`src/rtl/mem_serial_responder.sv`:
```
`timescale 1ns/1ps
// mem_serial_responder
//
// Memory-side end of the 2-bit CPU serial bus. Deserializes TX messages
// (start, header, address, optional write data) arriving on tx_pins, performs
// byte accesses on a simple synchronous memory port, and for READ_16 returns
// the 16-bit result on rx_pins as an RX message (start pair 01, then eight
// data pairs, LSB pair first). Line idle is 00 in both directions.
//
// Ports:
//   clk            clock
//   reset          synchronous, active-high
//   tx_pins        CPU -> memory serial pair
//   rx_pins        memory -> CPU serial pair
//   mem_addr       byte address (holds its last value outside accesses)
//   mem_wdata      write byte (holds its last value outside writes)
//   mem_we         write strobe, one byte per cycle
//   mem_re         read strobe; mem_rdata is valid in the following cycle
//   mem_rdata      read byte
//   busy           high in every state other than IDLE
//   protocol_error sticky error flag, cleared only by reset
//
// Parameters:
//   ADDR_BITS   address width, shifted in ADDR_BITS/2 cycles
//   NSHIFT      bits per bus cycle (only 2 is supported)
//   RESP_DELAY  extra idle cycles before the RX start cycle (0..15)
module mem_serial_responder #(
    parameter int ADDR_BITS  = 16,
    parameter int NSHIFT     = 2,
    parameter int RESP_DELAY = 0
) (
    input  logic                 clk,
    input  logic                 reset,
    input  logic [1:0]           tx_pins,
    output logic [1:0]           rx_pins,
    output logic [ADDR_BITS-1:0] mem_addr,
    output logic [7:0]           mem_wdata,
    output logic                 mem_we,
    output logic                 mem_re,
    input  logic [7:0]           mem_rdata,
    output logic                 busy,
    output logic                 protocol_error
);

    localparam logic [7:0]           ADDR_LAST = 8'(ADDR_BITS / NSHIFT - 1);
    localparam logic [7:0]           WAIT_LAST = 8'(RESP_DELAY);
    localparam logic [ADDR_BITS-1:0] ADDR_ONE  = ADDR_BITS'(1);

    typedef enum logic [1:0] {
        CMD_READ16  = 2'b00,
        CMD_WRITE8  = 2'b01,
        CMD_WRITE16 = 2'b10,
        CMD_RSVD    = 2'b11
    } cmd_t;

    typedef enum logic [3:0] {
        IDLE,
        HEADER,
        ADDR,
        DATA,
        WR_LO,
        WR_HI,
        RD_LO,
        RD_HI,
        RD_WAIT,
        RX_START,
        RX_DATA
    } state_t;

    state_t               state, state_nxt;
    logic [7:0]           cnt;
    logic                 err_set;

    cmd_t                 cmd;
    logic [ADDR_BITS-1:0] addr;
    logic [ADDR_BITS-1:0] addr_inc;
    logic [15:0]          wdata;
    logic [15:0]          rdata;
    logic [ADDR_BITS-1:0] addr_hold;
    logic [7:0]           wdata_hold;
    logic [7:0]           data_last;
    logic                 tx_active;

    assign addr_inc  = addr + ADDR_ONE;
    assign data_last = (cmd == CMD_WRITE8) ? 8'd3 : 8'd7;
    assign tx_active = (tx_pins != 2'b00);

    // Control state: state, per-state cycle counter, error flag and the
    // registers that keep mem_addr/mem_wdata stable between accesses.
    always_ff @(posedge clk) begin
        if (reset) begin
            state          <= IDLE;
            cnt            <= 8'd0;
            protocol_error <= 1'b0;
            addr_hold      <= '0;
            wdata_hold     <= 8'd0;
        end else begin
            state <= state_nxt;
            // The counter restarts on every state change so each multi-cycle
            // state counts from zero.
            cnt   <= (state_nxt != state) ? 8'd0 : cnt + 8'd1;
            if (err_set) begin
                protocol_error <= 1'b1;
            end
            if (mem_we || mem_re) begin
                addr_hold <= mem_addr;
            end
            if (mem_we) begin
                wdata_hold <= mem_wdata;
            end
        end
    end

    // Message datapath: header, address, write data and read result.
    always_ff @(posedge clk) begin
        case (state)
            HEADER:  cmd <= cmd_t'(tx_pins);
            // Shifting in at the top leaves pair 0 in addr[1:0] after the
            // last address cycle.
            ADDR:    addr <= {tx_pins, addr[ADDR_BITS-1:NSHIFT]};
            DATA:    wdata[{cnt[2:0], 1'b0} +: 2] <= tx_pins;
            RD_HI:   rdata[7:0] <= mem_rdata;
            // Only the first wait cycle carries the high byte from RD_HI.
            RD_WAIT: if (cnt == 8'd0) rdata[15:8] <= mem_rdata;
            default: ;
        endcase
    end

    always_comb begin
        state_nxt = state;
        err_set   = 1'b0;
        mem_we    = 1'b0;
        mem_re    = 1'b0;
        mem_addr  = addr_hold;
        mem_wdata = wdata_hold;
        rx_pins   = 2'b00;
        busy      = (state != IDLE);

        case (state)
            IDLE: begin
                if (tx_pins[0]) begin
                    state_nxt = HEADER;
                end
            end
            HEADER: begin
                state_nxt = ADDR;
            end
            ADDR: begin
                if (cnt == ADDR_LAST) begin
                    case (cmd)
                        CMD_READ16:  state_nxt = RD_LO;
                        CMD_WRITE8:  state_nxt = DATA;
                        CMD_WRITE16: state_nxt = DATA;
                        default: begin
                            state_nxt = IDLE;
                            err_set   = 1'b1;
                        end
                    endcase
                end
            end
            DATA: begin
                if (cnt == data_last) begin
                    state_nxt = WR_LO;
                end
            end
            WR_LO: begin
                mem_we    = 1'b1;
                mem_addr  = addr;
                mem_wdata = wdata[7:0];
                err_set   = tx_active;
                state_nxt = (cmd == CMD_WRITE16) ? WR_HI : IDLE;
            end
            WR_HI: begin
                mem_we    = 1'b1;
                mem_addr  = addr_inc;
                mem_wdata = wdata[15:8];
                state_nxt = IDLE;
            end
            RD_LO: begin
                mem_re    = 1'b1;
                mem_addr  = addr;
                err_set   = tx_active;
                state_nxt = RD_HI;
            end
            RD_HI: begin
                mem_re    = 1'b1;
                mem_addr  = addr_inc;
                err_set   = tx_active;
                state_nxt = RD_WAIT;
            end
            RD_WAIT: begin
                err_set = tx_active;
                if (cnt == WAIT_LAST) begin
                    state_nxt = RX_START;
                end
            end
            RX_START: begin
                rx_pins   = 2'b01;
                err_set   = tx_active;
                state_nxt = RX_DATA;
            end
            RX_DATA: begin
                rx_pins = rdata[{cnt[2:0], 1'b0} +: 2];
                err_set = tx_active;
                if (cnt == 8'd7) begin
                    state_nxt = IDLE;
                end
            end
            default: begin
                state_nxt = IDLE;
            end
        endcase
    end

endmodule

```
`config.mk`:
```
export PLATFORM = sky130hd
export DESIGN_NAME = mem_serial_responder
export DESIGN_NICKNAME = d
export VERILOG_FILES = /design/src/rtl/mem_serial_responder.sv
export SDC_FILE = /design/constraint.sdc
export NUM_CORES = 1
export LEC_CHECK = 0
export BUFFER_PORTS_ARGS = -buffer_cell sky130_fd_sc_hd__buf_2
export CORE_MARGIN = 2
export CORE_UTILIZATION = 65
export CTS_BUF_LIST = sky130_fd_sc_hd__clkbuf_8
export CTS_CLUSTER_DIAMETER = 200
export DETAILED_ROUTE_END_ITERATION = 7
export PLACE_DENSITY_LB_ADDON = 0.05
export SLEW_MARGIN = 15
export SYNTH_ARGS = -nofsm -noshare
export SYNTH_HDL_FRONTEND = slang
export SYNTH_SLANG_ARGS = --single-unit
```
`constraint.sdc`:
```
create_clock -name clk -period 4.37 [get_ports clk]
set_input_delay 0.437 -clock clk [delete_from_list [all_inputs] [get_ports clk]]
set_output_delay 0.437 -clock clk [all_outputs]
set_load 0.01 [all_outputs]
```
# Yosys cells after proc, flatten, opt, wreduce, memory -nomap -nowiden
# Index checks and enable logic that the tools add are counted.
# classes
shifts,3
eq_ne,15
n_addsub,3
mux,18
reduce_logical,15
# ops
cell,n
$pmux 4 s10,1
$pmux 16 s2,1
$mux 4,5
$add 16x1->16 const B,1
$bwmux 16,1
$eq 4x3->1 const B,4
$pmux 8 s2,1
$shift 2x6->16 const A,1
$shiftx 16x5->2,1
$shiftx 2x6->16,1
$eq 4x4->1 const B,3
$reduce_or 2->1,6
$add 8x1->8 const B,1
$eq 4x2->1 const B,2
$eq 8x3->1,1
$eq 8x3->1 const B,1
$logic_not 8->1,1
$mux 3,2
$neg 4->6,1
$pmux 3 s2,1
$reduce_or 6->1,1
$eq 4x1->1 const B,1
$logic_not 4->1,1
$mux 1,4
11 further kinds,11
# word_totals
out_inout_bits,30
regBits,87
in_bits,12

# Longest topological paths before layout
# Gate-level depths: netlist of the first run.
# depth
depth_word,7
ltp_mapped,8
depth_no_buf,7

# Worst setup path before layout of the first run
# No wires, ideal clock.
# synth_path
path_kind,reg2reg
start,register state[1]
end,register protocol_error
setup_ns,0.072
setup_slack_ns,2.096
path_stages_with_launch,6
t_arrival_ns,2.202
required_time_ns,4.298
cell_sequence,dfxtp_1 buf_2 nand2b_1 nor3_1 a31oi_1 a21oi_1
# synth_via
elab_chain_cells,3
elab_cells_between_ends,9
cone_classes,eq/ne: 7; mux: 1; reduce/logical: 1
# synth_rtl
element,line,text
"start, declared",70,"state_t state, state_nxt;"
"start signal, assigned",98,state <= state_nxt;
$eq 4x4->1 / $eq 4x3->1 (equally long branches),139,case (state)
$reduce_or 6->1 (no source line),-,
$pmux 1 s2 *,139,
"end signal, assigned",94,protocol_error <= 1'b0;
"end signal, assigned",103,protocol_error <= 1'b1;
"end, declared",42,output logic protocol_error
# Every way passes the cells marked *; elsewhere a longest branch is shown, timed or not.
# A chain may end at the register's enable or synchronous reset.

# Final worst setup path of the first run
# layout_path
start,register state[2]
end,output port mem_addr[8]
# layout_via
elab_chain_cells,3
elab_cells_between_ends,7
cone_classes,eq/ne: 4; mux: 1; reduce/logical: 2
# layout_rtl
element,line,text
$eq 4x3->1,139,
$reduce_or 2->1 (no source line),-,
$pmux 16 s2 *,139,
"end, declared",36,"output logic [ADDR_BITS-1:0] mem_addr,"
# Marks and branches as above.

==> results.py, run 1 <==
metrics = {
    "setup_path": {
        "critical_path_arrival_ns": 2.27,
        "start_kind": "flip-flop",
        "critPathKind": "reg -> out",
        "r2r_slack_ns": 2.03,
        "worstPathMaxFanout": 17,
        "worstSetupEndpointType": "output port",
        "cp.required_ns": 3.93,
    },
    "floorplan": {
        "start_util_pct": 68.1,
        "io_pins": 42,
        "rows": 28,
        "die-area_um2": 6960,
        "coreArea_um2": 6030,
        "chipHeight_um": 83.4,
        "die_w_um": 83.4,
    },
    "logic_synthesis": {
        "synth-seq-cells": 87,
        "synth_cells": 382,
        "yosysSeqAreaShare_pct": 54.7,
        "netlist_area_um2": 4100,
        "synth_nets": 402,
        "synth.avg_cell_area_um2": 10.7,
        "ys_warn_count": 0,
        "synth_cell_type_count": 49,
    },
    "clock_network": {
        "tritoncts": "yes",
        "hold_buffers": 0,
        "clockRootBuffer": "clkbuf_8",
        "cts_resized": 0,
        "htree_levels": 3,
        "numCtsBuffers": 9,
        "insertion_delay_ns": 0.36,
        "cts_sinks": 87,
        "cts_setup_buffers": 0,
        "clkTransAtPathRegs_ns": 0.09,
        "clk_path_buf_depth": 2,
    },
    "global_route": {
        "grt_pass1_vias": 2669,
        "grt_usage_pct": 22.5,
        "grt_start_max_net_pins": 31,
        "grt_pass1_wl_um": 12400,
        "antenna_found_initial": 0,
        "grt-ovfl-total": 0,
    },
    "placed_design": {
        "dp_slack_ns": 2.06,
        "dpl.hpwl_um": 5300,
        "place_congestion": 0.858,
        "portBuffers": 41,
    },
    "sta": {
        "tightest_slew_ns": 1.02,
        "relSlewSlack_pct": 32.0,
        "fmax_ghz": 0.369,
        "fin_crit_sh_pct": 62.0,
        "slew_violations": 0,
        "setup_viol": 0,
        "min_period_ns": 2.71,
        "skew_ns": 0.0116,
        "rsz0062_at_grt": "false",
        "tns_ns": 0,
        "layout_setup_ws_ns": 1.66,
        "hold_violations": 0,
    },
    "power": {
        "p_leak_nw": 1.64,
        "power-per-cell-area_nw_per_um2": 350,
        "total_power_mw": 1.58,
        "peakVddDrop_uv": 266,
    },
    "flow_run": {
        "cap_violations": 0,
    },
    "drt": {
        "dr.pass1.iters": 4,
        "route.detailed.drc": 0,
        "ant_nets": 0,
        "wl_per_cell_um": 15.0,
        "drt_iter0_drc": 247,
        "vias": 2880,
        "wirelength_um": 7520,
        "via_per_inst": 5.76,
    },
    "cells_and_area": {
        "fin_nets": 440,
        "drive_gt1_share_pct": 17.9,
        "areaGrowthSynthToFinish_pct": 9.91,
        "antenna_cells": 0,
    },
    "worst_hold_path": {
        "hold_path.class": "in -> reg",
    },
    "outcome": {
        "run_status": "complete, no violations",
    },
}
[per-stage QoR]
stage                     cell area, µm²  std cells  hold slack (ns)  utilization (%)
after global routing                4510        500            0.241             74.8
after global placement              4320        484            0.464             71.7
after CTS                           4510        500            0.240             74.8
final                               4510        500            0.261             74.8
after floorplan                     4100        382            0.448                -
after detailed placement            4320        484            0.460             71.7
[sequential cells by signal (all words and copies together), names as in the netlist]
register and flops:
addr 16, cmd 2, addr_hold 16, state 4
wdata_hold 8, wdata 16, rdata 16, cnt 8
protocol_error 1
[Yosys cell counts (all sizes together)]
| master | number | area, µm² |
|---|---|---|
| nand2b | 3 | 26.3 |
| nor2 | 65 | 254 |
| xnor2 | 8 | 70.1 |
| a31oi | 3 | 18.8 |
| a21oi | 19 | 95.1 |
| o211ai | 2 | 28.8 |
| mux4 | 4 | 90.1 |
| o31ai | 1 | 7.51 |
| clkbuf | 4 | 15.0 |
| nand2 | 31 | 116 |
| a2bb2oi | 1 | 8.76 |
| a22oi | 1 | 7.51 |
| o21ai | 14 | 73.8 |
| nand3 | 8 | 40.0 |
| ha | 8 | 100 |
| and4b | 1 | 10.0 |
| nand4b | 2 | 17.5 |
| o211a | 1 | 10.0 |
| inv | 7 | 26.3 |
| edfxtp | 50 | 1500 |
| buf | 12 | 87.6 |
| and3 | 5 | 41.3 |
| dfxtp | 37 | 741 |
| nand4bb | 1 | 11.3 |
| a211oi | 2 | 15.0 |
| or3 | 2 | 17.5 |
| a211o | 1 | 17.5 |
| nor2b | 23 | 144 |
| mux2i | 10 | 100 |
| nand4 | 6 | 67.6 |
| and2 | 6 | 37.5 |
| nor4 | 5 | 31.3 |
| o22ai | 1 | 6.26 |
| nor3 | 20 | 115 |
| nor3b | 1 | 7.51 |
| xor2 | 14 | 123 |
| nand3b | 3 | 22.5 |
[metal layers]
layer | part of all wire [%] | routed length, µm | global-route usage, %
met3 | 5.1 | 387 | 6.06
met1 | 47 | 3510 | 30.7
met5 | 0 | 0 | 0
met4 | 1.6 | 122 | 7.48
met2 | 47 | 3500 | 35.1
[worst paths after layout]
kind | startpoint | end | cells after the start
hold reg to reg | addr[15] | addr[13] | 0
setup reg to reg | state[2] | cnt[3] | 5
hold / removal | mem_rdata[4] | rdata[12] | 1
setup / recovery | state[2] | mem_addr[8] | 4
[area by class of cell]
type                    instances  area (µm²)
repair buffers                 43         220
clock buffers                   9         124
well taps                      75        93.8
clock inverters                 7        66.3
fillers                       444        1520
inverters                       7        26.3
multi-input cells             272        1740
flip-flops and latches         87        2240
[placed cells by master, fill, tap and decap left out, drive strengths merged, types with 2 or more instances in the layout]
master / n
a211oi: 2
nor2: 65
nand2b: 3
nand4b: 2
clkinvlp: 2
o211ai: 2
nor4: 5
nand2: 31
nor2b: 23
xor2: 14
nand3b: 3
a21oi: 19
or3: 2
and2: 6
nand4: 6
buf: 43
ha: 8
a31oi: 3
o21ai: 14
xnor2: 8
edfxtp: 50
nand3: 8
mux2i: 10
and3: 5
mux4: 4
clkbuf: 9
dfxtp: 37
nor3: 20
inv: 10
[report_power, final]
part           internal [mW]  switching (mW)  leakage, nW
sequential             0.881          0.0257        0.723
combinational         0.0527          0.0751        0.823
clock                  0.261           0.282       0.0982
total                   1.19           0.382         1.64
[critical path, stage by stage, from the launching register on]
cell     delay [ns]
dfxtp_1        0.60
nor2b_1        0.87
nor2_1         0.14
a21oi_1        0.16
buf_2          0.15
[logic make-up after synthesis]
logic type	share of synthesized area, %
xor+xnor	4.70
flops	54.7
buf+inv	3.14
compound gates	7.05
fa+ha+maj	2.44
simple gates	23.4
mux	4.64
(Power assumes the default switching activity.)
==> run 2: changes to the inputs <==
CORE_UTILIZATION = 55   (was 65)
clock period = 2.2 ns   (was 4.37 ns; I/O delays follow)
==> run 2 against run 1 <==
Compared with the run above:
- cell area rose by 5.5%
- combinational power rose by 130%
- global-route usage fell by 2.8 points
- largest power group unchanged
- final cell count rose by 8.8%
==> results.py, run 2 (synthesized netlist as in run 1, its figures left out) <==
metrics = {
    "placed_design": {
        "portBuffers": 41,
        "dp_slack_ns": 0.176,
        "place_congestion": 0.904,
        "place_area_um2": 4410,
        "dpl.hpwl_um": 5600,
    },
    "sta": {
        "skew_ns": 0.0139,
        "finalHoldWorstSlack_ns": 0.0450,
        "hold_violations": 0,
        "setup_viol": 0,
        "min_period_ns": 2.15,
        "layout_setup_ws_ns": 0.0541,
        "rsz0062_at_grt": "true",
        "slew_violations": 0,
        "fmax_ghz": 0.466,
        "tightest_slew_ns": 0.690,
        "relSlewSlack_pct": 53.7,
        "fin_crit_sh_pct": 97.5,
    },
    "drt": {
        "vias": 2868,
        "route.detailed.drc": 0,
        "via_per_inst": 5.27,
        "ant_nets": 0,
        "dr.pass1.iters": 5,
        "drt_iter0_drc": 110,
        "met3_length_um": 286,
        "wirelength_um": 7910,
        "wl_met1_um": 3910,
        "wl_met2_um": 3660,
        "wl_per_cell_um": 14.5,
        "top_layer_used": "met4",
    },
    "cells_and_area": {
        "final_common_cell": "nor2_1",
        "fillers": 620,
        "drive_gt1_share_pct": 24.0,
        "final_area_um2": 4760,
        "areaGrowthSynthToFinish_pct": 16.0,
        "fin_nets": 460,
        "mostFrequentLayoutCells": "nor2_1, edfxtp_1, buf_2",
        "antenna_cells": 0,
        "fin_util_pct": 65.6,
    },
    "setup_path": {
        "cp.required_ns": 1.98,
        "timing.rr.start": "cnt[0]",
        "path_cells": "buf_4, nand4_4, nor2_1, and3_1, xnor2_1, a21oi_1, buf_2",
        "critPathKind": "reg -> out",
        "critPathCapture": "mem_addr[9]",
        "max_stage_delay_ns": 0.43,
        "slowest_stage": "edfxtp_1",
        "start_kind": "flip-flop",
        "critical_path_arrival_ns": 1.93,
        "r2r_slack_ns": 0.28,
        "startpoint": "addr[0]",
        "r2r_cells": 6,
        "worstSetupEndpointType": "output port",
        "r2r_end": "wdata[6]",
        "worstPathMaxFanout": 6,
    },
    "floorplan": {
        "chipHeight_um": 90.4,
        "rows": 31,
        "die-area_um2": 8170,
        "die_w_um": 90.4,
        "io_pins": 42,
        "start_util_pct": 56.6,
        "coreArea_um2": 7250,
    },
    "clock_network": {
        "clockRootBuffer": "clkbuf_8",
        "htree_levels": 3,
        "tritoncts": "yes",
        "numCtsBuffers": 9,
        "insertion_delay_ns": 0.36,
        "hold_buffers": 0,
        "clkTransAtPathRegs_ns": 0.10,
        "clk_path_buf_depth": 2,
        "cts_sinks": 87,
    },
    "power": {
        "p_leak_nw": 1.76,
        "clkPwrFrac_pct": 34.6,
        "swShare_pct": 24.8,
        "internal_power_mw": 2.41,
        "power_frac_seq_pct": 56.1,
        "power-per-cell-area_nw_per_um2": 672,
        "total_power_mw": 3.20,
        "p_sw_mw": 0.792,
        "power_frac_comb_pct": 9.3,
        "peakVddDrop_uv": 439,
    },
    "global_route": {
        "grt-ovfl-total": 0,
        "grt_pass1_wl_um": 12800,
        "antenna_found_initial": 0,
        "grt_start_max_net_pins": 18,
        "grt_pass1_vias": 2698,
        "grt_usage_pct": 19.7,
    },
    "flow_run": {
        "cap_violations": 0,
    },
    "outcome": {
        "run_status": "complete, no violations",
    },
    "worst_hold_path": {
        "hold_path.class": "in -> reg",
        "min-delay-start": "mem_rdata[1]",
    },
}
==> run 2: cell count changes in the layout (fill, tap and decap cells not counted), moves of 2 or more <==
cell / previous run / this run
buf_4: 2 / 22
clkinv_4: 0 / 2
dfxtp_1: 37 / 33
dfxtp_2: 0 / 4
inv_1: 9 / 7
nor4_1: 5 / 2
nor4_4: 0 / 2
==> run 2: routing by layer <==
metal | GRT usage, % | vias to the layer above
met5 | 0 | -
met4 | 7.56 | 0
met3 | 3.34 | 4
met2 | 30.1 | 54
met1 | 28.2 | 1342
li1 | - | 1468
==> run 2: what timing repair did <==
action                                  CTS  global route
endpoints found under the setup margin    6            15
pin swaps                                 0             1
gates resized for setup                   7             7
setup buffers                             2            10
cloned                                    0             0
==> run 2: layout make-up <==
cell class | instances | area (µm²) | share of cell area [%]
Tap cell | 99 | 124 | 2.60
Sequential cell | 87 | 2250 | 47.2
Clock buffer | 9 | 124 | 2.60
Clock inverter | 7 | 72.6 | 1.52
Multi-Input combinational cell | 272 | 1800 | 37.7
Inverter | 7 | 26.3 | 0.552
Timing Repair Buffer | 63 | 370 | 7.78
==> run 2: per-stage QoR <==
| stage | setup TNS [ns] | instances |
|---|---|---|
| after floorplan | 0 | 382 |
| after global placement | 0 | 516 |
| after detailed placement | 0 | 516 |
| after CTS | -0.0114 | 534 |
| after global routing | -0.313 | 544 |
| final | 0 | 544 |
==> run 2: how the worst min path moves through the flow <==
stage	to	slack, ns	cells after the start
final	rdata[9]	0.05	1
after global routing	rdata[1]	0.03	1
after detailed placement	rdata[6]	0.41	1
after CTS	rdata[9]	0.03	1
after global placement	rdata[2]	0.41	1
after floorplan	addr[14]	0.32	0
==> run 2: worst max-delay path, delay by kind of cell (launching register included) <==
| family | cells | cell delay [ns] |
|---|---|---|
| compound gates | 1 | 0.11 |
| simple gates | 3 | 0.42 |
| buf+inv | 2 | 0.32 |
| flops | 1 | 0.43 |
| xor+xnor | 1 | 0.30 |
==> run 2: power groups by stage <==
stage | Combinational (mW) | Clock [mW] | Sequential, mW
after CTS | 0.280 | 1.13 | 1.80
after global routing | 0.328 | 1.19 | 1.80
after global placement | 0.268 | 0 | 1.83
after floorplan | 0.209 | 0 | 1.81
final | 0.299 | 1.11 | 1.79
after detailed placement | 0.272 | 0 | 1.83
